===== config.mk =====
export PLATFORM = sky130hd
export DESIGN_NAME = im_loader
export DESIGN_NICKNAME = d
export VERILOG_FILES = /design/src/rtl/im_loader_pkg.sv /design/src/rtl/im_loader_packer.sv /design/src/rtl/im_loader.sv
export SDC_FILE = /design/constraint.sdc
export NUM_CORES = 1
export LEC_CHECK = 0
export CORE_UTILIZATION = 40
export CTS_BUF_LIST = sky130_fd_sc_hd__clkbuf_2
export DETAILED_ROUTE_END_ITERATION = 6
export PLACE_DENSITY = 0.68
export SLEW_MARGIN = 20
export SYNTH_ARGS = -nofsm -noshare
export SYNTH_HDL_FRONTEND = slang
export SYNTH_HIERARCHICAL = 1
export SYNTH_SLANG_ARGS = --single-unit

===== constraint.sdc =====
create_clock -name clk_i -period 2.2 [get_ports clk_i]
set_clock_uncertainty 0.05 [all_clocks]
set_input_delay 0.33 -clock clk_i [delete_from_list [all_inputs] [get_ports clk_i]]
set_output_delay 0.33 -clock clk_i [all_outputs]
set_load 0.05 [all_outputs]

===== src/rtl/im_loader_pkg.sv =====
// im_loader_pkg: shared FSM states, byte-index type and word geometry for the instruction-memory loader
package im_loader_pkg;
    localparam int BYTES_PER_WORD = 4;
    typedef logic [$clog2(BYTES_PER_WORD)-1:0] byte_idx_t;
`ifdef IM_LOADER_CHECKSUM_EN
    typedef enum logic [2:0] {IDLE, RECV, WRITE, CSUM, DONE, ERR} state_t;
`else
    typedef enum logic [2:0] {IDLE, RECV, WRITE, DONE, ERR} state_t;
`endif
endpackage


===== src/rtl/im_loader_packer.sv =====
// im_loader_packer: places incoming bytes little-endian into a zero-padded word register
module im_loader_packer
    import im_loader_pkg::*;
(
    input  logic        clk,
    input  logic        rst_n,
    input  logic        clear,
    input  logic        accept,
    input  logic [7:0]  data,
    output logic [31:0] word,
    output logic        full
);
    byte_idx_t   idx;
    logic [31:0] placed;
    assign full = idx == byte_idx_t'(BYTES_PER_WORD - 1);
    // current word with the incoming byte dropped into its lane
    always_comb begin
        placed = word;
        placed[8*idx +: 8] = data;
    end
    // clearing restarts at lane 0 with an all-zero word so short final words come out padded
    always_ff @(posedge clk or negedge rst_n) begin
        if (!rst_n) begin
            word <= '0;
            idx  <= '0;
        end else if (clear) begin
            word <= '0;
            idx  <= '0;
        end else if (accept) begin
            word <= placed;
            idx  <= idx + byte_idx_t'(1);
        end
    end
endmodule


===== src/rtl/im_loader.sv =====
// im_loader: packs a byte stream into words, writes instruction memory, releases core reset when loaded (optional IM_LOADER_CHECKSUM_EN)
module im_loader
    import im_loader_pkg::*;
#(
    parameter logic [31:0] BASE_ADDR = 32'h0000_0000,
    parameter int          MAX_WORDS = 1024,
    parameter logic [31:0] ADDR_STEP = 32'd4
) (
    input  logic                           clk_i,
    input  logic                           rst_n_i,
    input  logic                           start_i,
    input  logic                           s_valid_i,
    input  logic [7:0]                     s_data_i,
    input  logic                           s_last_i,
    output logic                           s_ready_o,
    output logic                           mem_wen_o,
    output logic [31:0]                    mem_addr_o,
    output logic [31:0]                    mem_din_o,
    output logic                           core_rst_n_o,
    output logic                           done_o,
    output logic                           error_o,
    output logic [$clog2(MAX_WORDS+1)-1:0] word_count_o
);
    localparam int CW = $clog2(MAX_WORDS + 1);
    state_t      state, next;
    logic [31:0] addr, word;
    logic        full, last_q, acc, start_ok, overflow, pk_accept;
`ifdef IM_LOADER_CHECKSUM_EN
    logic [31:0] sum;
    assign s_ready_o = state == RECV || state == CSUM;
`else
    assign s_ready_o = state == RECV;
`endif
    assign acc          = s_valid_i && s_ready_o;
    assign start_ok     = start_i && (state == IDLE || state == DONE || state == ERR);
    assign overflow     = word_count_o == CW'(MAX_WORDS);
    assign pk_accept    = acc && !(state == RECV && overflow);
    assign mem_wen_o    = state == WRITE;
    assign mem_addr_o   = mem_wen_o ? addr : '0;
    assign mem_din_o    = mem_wen_o ? word : '0;
    assign core_rst_n_o = state == DONE;
    assign done_o       = state == DONE;
    assign error_o      = state == ERR;
    im_loader_packer u_packer (
        .clk    (clk_i),
        .rst_n  (rst_n_i),
        .clear  (start_ok || state == WRITE),
        .accept (pk_accept),
        .data   (s_data_i),
        .word   (word),
        .full   (full)
    );
    // state register
    always_ff @(posedge clk_i or negedge rst_n_i) begin
        if (!rst_n_i) state <= IDLE;
        else          state <= next;
    end
    // next-state: a byte arriving with the image already at capacity is dropped and faults the load
    always_comb begin
        next = state;
        unique case (state)
            IDLE, DONE, ERR: if (start_i) next = RECV;
            RECV:            if (acc) next = overflow ? ERR : (full || s_last_i) ? WRITE : RECV;
`ifdef IM_LOADER_CHECKSUM_EN
            WRITE:           next = last_q ? CSUM : RECV;
            CSUM:            if (acc && full) next = {s_data_i, word[23:0]} == sum ? DONE : ERR;
`else
            WRITE:           next = last_q ? DONE : RECV;
`endif
            default:         next = IDLE;
        endcase
    end
    // write address, word counter and the end-of-image marker carried into WRITE
    always_ff @(posedge clk_i or negedge rst_n_i) begin
        if (!rst_n_i) begin
            addr         <= '0;
            word_count_o <= '0;
            last_q       <= 1'b0;
        end else if (start_ok) begin
            addr         <= BASE_ADDR;
            word_count_o <= '0;
            last_q       <= 1'b0;
        end else if (state == WRITE) begin
            addr         <= addr + ADDR_STEP;
            word_count_o <= word_count_o + 1'b1;
        end else if (state == RECV && acc && !overflow) begin
            last_q       <= s_last_i;
        end
    end
`ifdef IM_LOADER_CHECKSUM_EN
    // running wrap-around sum of every word written, padded value included
    always_ff @(posedge clk_i or negedge rst_n_i) begin
        if (!rst_n_i)            sum <= '0;
        else if (start_ok)       sum <= '0;
        else if (state == WRITE) sum <= sum + word;
    end
`endif
endmodule

# == Word-level counts from Yosys, hierarchy flattened ==
# Index checks and enable logic that the tools add are counted.
# totals
regBits,81
inputBits,13
output_inout_bits,80
word_cells,60
# classes
add_sub_neg,4
eq_ne,9
shift,2
n_mux,20
n_reduce_logical,19
# op_table
op,n
32-bit 2-to-1 mux,6
5-bit negation with 34-bit output,1
8-bit by 34-bit variable shift with 32-bit output (first input constant),1
8-bit by 34-bit variable part select with 32-bit output,1
32-bit by 3-bit adder with 32-bit output (second input constant),1
32-bit bitwise mux,1
11-bit 2-to-1 mux,2
11-bit by 1-bit adder with 11-bit output (second input constant),1
11-bit equality test (second input constant),1
3-bit 2-to-1 mux,3
3-bit case mux with 3 select lines,1
2-bit 2-to-1 mux,4
3-bit by 2-bit equality test with 1-bit output (second input constant),2
1-bit logical AND,6
2-bit nonzero test,3
1-bit logical OR,4
2-bit by 1-bit != test with 1-bit output (second input constant),2
2-bit AND reduction,2
3-bit by 1-bit equality test with 1-bit output (second input constant),1
3-bit equality test (second input constant),1
3-bit logical NOT,1
1-bit 2-to-1 mux,3
3-bit OR reduction,1
2-bit by 1-bit adder with 2-bit output (second input constant),1
3 further kinds,4

# == Longest topological paths before layout ==
# logic_depth
word_depth,7
mapped_depth,11
ltp_nobuf,8

# == Cells and area by module ==
# The synthesis kept the hierarchy.
# modules_own_cells
module,n_inst,cells_per_inst,area_per_inst_um2,seq_area_each_um2
im_loader,1,338,2874.0,1126.1
im_loader_packer,1,105,1453.9,850.8

# == Worst setup path before layout ==
# Ideal clock, no wire load.
# synth_timing
kind,reg2out
from,register state[0]
to,output mem_din_o[25]
arrival_time_ns,2.345
t_required_ns,1.820
setup_slack_ns,-0.525
path_stages_with_launch,7
path_buffers,3
cell_sequence,dfrtp_1 -> or3b_1 -> buf_2 -> clkinv_2 -> buf_2 -> clkbuf_1 -> and2_1
# synth_via
elab_chain_len,2
# synth_lines
item,line_no,rtl
from (decl),im_loader.sv:25,"state_t state, next;"
from (signal assigned),im_loader.sv:56,else state <= next;
3-bit by 2-bit equality test with 1-bit output,im_loader.sv:38,assign mem_wen_o = state == WRITE;
net mem_wen_o,im_loader.sv:16,"output logic mem_wen_o,"
32-bit 2-to-1 mux,im_loader.sv:40,assign mem_din_o = mem_wen_o ? word : '0;
to (decl),im_loader.sv:18,"output logic [31:0] mem_din_o,"
# The timed path passes the listed nets, and every way through them passes these cells.

# == Worst setup path in the final report ==
# layout_timing
from,register state[0]
to,output mem_din_o[30]
# layout_via
elab_chain_len,2
# layout_lines
item,line_no
3-bit by 2-bit equality test with 1-bit output,im_loader.sv:38
32-bit 2-to-1 mux,im_loader.sv:40
# No other way between the ends.

==> qor.txt <==
Rows - 37
Design Area, Final - 0.00644 sq mm
Inserted Clock Buffers - 9
critical path class - reg -> out
Worst Path Max Fanout - 12
Crit-path slowest cell - dfrtp_2
fraction of the mapped netlist area in adder cells - 0.0260
power per cell area - 716 mW/mm^2
initial drt markers - 159
Vias/cell - 5.64
synthesis-to-finish area growth - 48.9%
total power - 4.61 mW
final setup fails - 62
Max H-tree Level - 3
first drt pass iteration count - 5
Gate power share - 0.430
Unique masters post-synth - 53
first-pass GRT wire length - 19600 um
Initial Util - 0.415
compound-cell area share of the yosys netlist - 0.152
Critical Path Source Type - flop
final WL - 12600 um
Placed Area - 0.00542 sq mm
share of cells above drive strength 1 - 0.392
unrepaired setup endpoints after global routing - yes
final hold vios - 0
mux cell area share after synthesis - 0.0116
vias in the first global route - 3834
die area - 0.0112 sq mm
clock sinks - 79
Slew HR - 0.614
Syn Std Cell Area - 0.00433 sq mm
fin crit share - 1.08
register share of total power - 0.369
Die W - 106 um
final worst setup slack - -0.180 ns
Clock Root Buffer - clkbuf_2
initial antenna violation count - 0
Clock Pin Slew Worst Setup and Hold Paths - 0.23 ns
crit path DAT - 2.00 ns
dpl hpwl - 8210 um
via count - 3949
Fmax - 420 MHz
EDFF count, synth - 0
largest family of logic cells by synthesized area - simple AND/OR/NAND/NOR gates
Int Power - 2.74 mW
core region area - 0.0104 sq mm
YS warnings - 6
prevailing post-synth register cell - dfrtp_1
simple-gate area share of the yosys netlist - 0.273
Die H - 106 um
IO Pins - 93
Slew @ Worst Pin - 0.580 ns
Total GRT Usage - 0.222
Worst Hold Class - in -> async
Post-synth top cells - 79 x dfrtp_1, 62 x and2_1, 32 x a32o_1
Critical Path RT - 1.82 ns
# port buffers - 90
Yosys reg bits - 79
Async S/R FF share, synth - 1.00
RePlAce Congestion - 0.843
CTS tree - built
Synth top area share - 0.457
slowest cell delay on critical path - 0.46 ns
VDD IR max - 0.000368 V
Final Util - 0.618
Final #Nets - 581
switching share of power - 0.406
n_diodes - 0
Lkg Pwr - 2.92 nW
Skew-Pair Late Insertion Delay - 0.53 ns
clock network power share - 0.200
FILL cells - 845
post-route minimum period - 2.38 ns
Synth Area per Inst - 9.77 sq um
crit path cell chain - or3b_4 -> clkinv_8 -> buf_12 -> and2_4 -> buf_8
most numerous cell in the Yosys netlist - dfrtp_1
status - finished, violations left
Crit. End Element - output pin
antenna-violating nets left - 0
DR WL/cell - 17.9 um
Final Slew Violations - 0
Synth area leader - dfrtp_1
GR Overflow Total - 0
Seq/Total Area, Yosys - 0.457
Synth area leaders - dfrtp_1 46%, and2_1 9.0%, a32o_1 7.4%
failing checks - negative setup slack
Residual DRC - 0
Clock Path Buffers - 2
net switching power - 1.87 mW
largest net degree at the start of global routing - 43
XOR/XNOR share of the synthesized area - 0.0344
Max-cap violations - 0
cell count after synthesis - 443
[per-stage QoR]
step                std cells  setup WS [ns]  hold slack [ns]  setup TNS [ns]
finish                    700         -0.180            0.261           -9.48
global route              700         -0.266            0.246          -14.92
CTS                       691         -0.171            0.249           -8.98
detailed placement        667        -0.0620            0.323           -1.10
global placement          667        -0.0249            0.322          -0.510
floorplan                 444        -0.0368          -0.0156          -0.361
[power by group through the flow]
stage	Clock, mW	Sequential (mW)	Combinational [mW]
6_report	0.925	1.70	1.99
3_5_place_dp	0	1.74	1.56
5_1_grt	1.00	1.72	2.12
4_1_cts	0.933	1.69	1.78
2_1_floorplan	0	1.77	0.983
3_3_place_gp	0	1.73	1.51
[registers in the layout (all words and copies together) (netlist names)]
signal         cells
addr              30
state              3
last_q             1
u_packer/word     32
word_count_o      11
u_packer/idx       2
[cell type report]
cell class | count | area [sq um] | area share
multi-input cells | 321 | 2420 | 0.375
flip-flops and latches | 79 | 1990 | 0.309
clock buffers | 9 | 45.0 | 0.00699
well taps | 136 | 170 | 0.0264
repair buffers | 132 | 1650 | 0.257
inverters | 16 | 72.6 | 0.0113
clock inverters | 7 | 97.6 | 0.0151
[critical path, delay by kind of cell (launching register included)]
| kind | cells | cell delay [ns] |
|---|---|---|
| AND/OR/NAND/NOR | 2 | 0.62 |
| buffers and inverters | 3 | 0.41 |
| flip-flops | 1 | 0.46 |
[worst paths after layout]
path                                       start                end  slack [ns]  cells after the start
worst max-delay path                    state[0]      mem_din_o[30]       -0.18                      5
worst min-delay path                     rst_n_i            addr[3]        0.26                      2
worst max register to register          state[2]  u_packer/word[20]        0.05                      7
worst min register to register  word_count_o[10]   word_count_o[10]        0.45                      1
max in group asynchronous                rst_n_i           state[0]        1.20                      3
min in group clk_i                      s_last_i             last_q        0.41                      3
[what timing repair did]
item                                    CTS  global route
pin swaps                                 3             9
resized for setup                       134            74
endpoints found under the setup margin  102           101
hold endpoints to repair                 41             0
hold buffers                              1             0
gates cloned                              2             3
setup buffers                             5             6
[placed cells by master, fill, tap and decap left out, types with 7 or more instances in the layout]
master and n:
dfrtp_1 70, a21oi_1 11, buf_4 38, dlygate4sd2_1 8
buf_8 56, nand2_1 26, clkbuf_2 9, o21ai_0 9
o31ai_1 10, nand2b_1 7, xnor2_1 10, a32o_1 32
ha_1 8, inv_1 10, and2_4 55, nor4_1 9
clkdlybuf4s50_1 11, nand4_1 10, dfrtp_2 9, or4_1 8
nor2_1 23, nand3_1 14, xor2_1 7, buf_12 8
[layer usage]
layer,vias to the layer above,track usage,part of all wire
li1,1840,-,-
met1,1973,0.293,0.45
met2,113,0.377,0.49
met3,23,0.0331,0.039
met4,0,0.0685,0.018
met5,-,0,0
[logic make-up after synthesis]
logic type      count (synthesis)
other cells                     1
fa+ha+maj                       9
mux                             5
buf+inv                        45
xor+xnor                       17
simple gates                  203
compound gates                 84
flops                          79
Power figures use the tool's default switching activity.
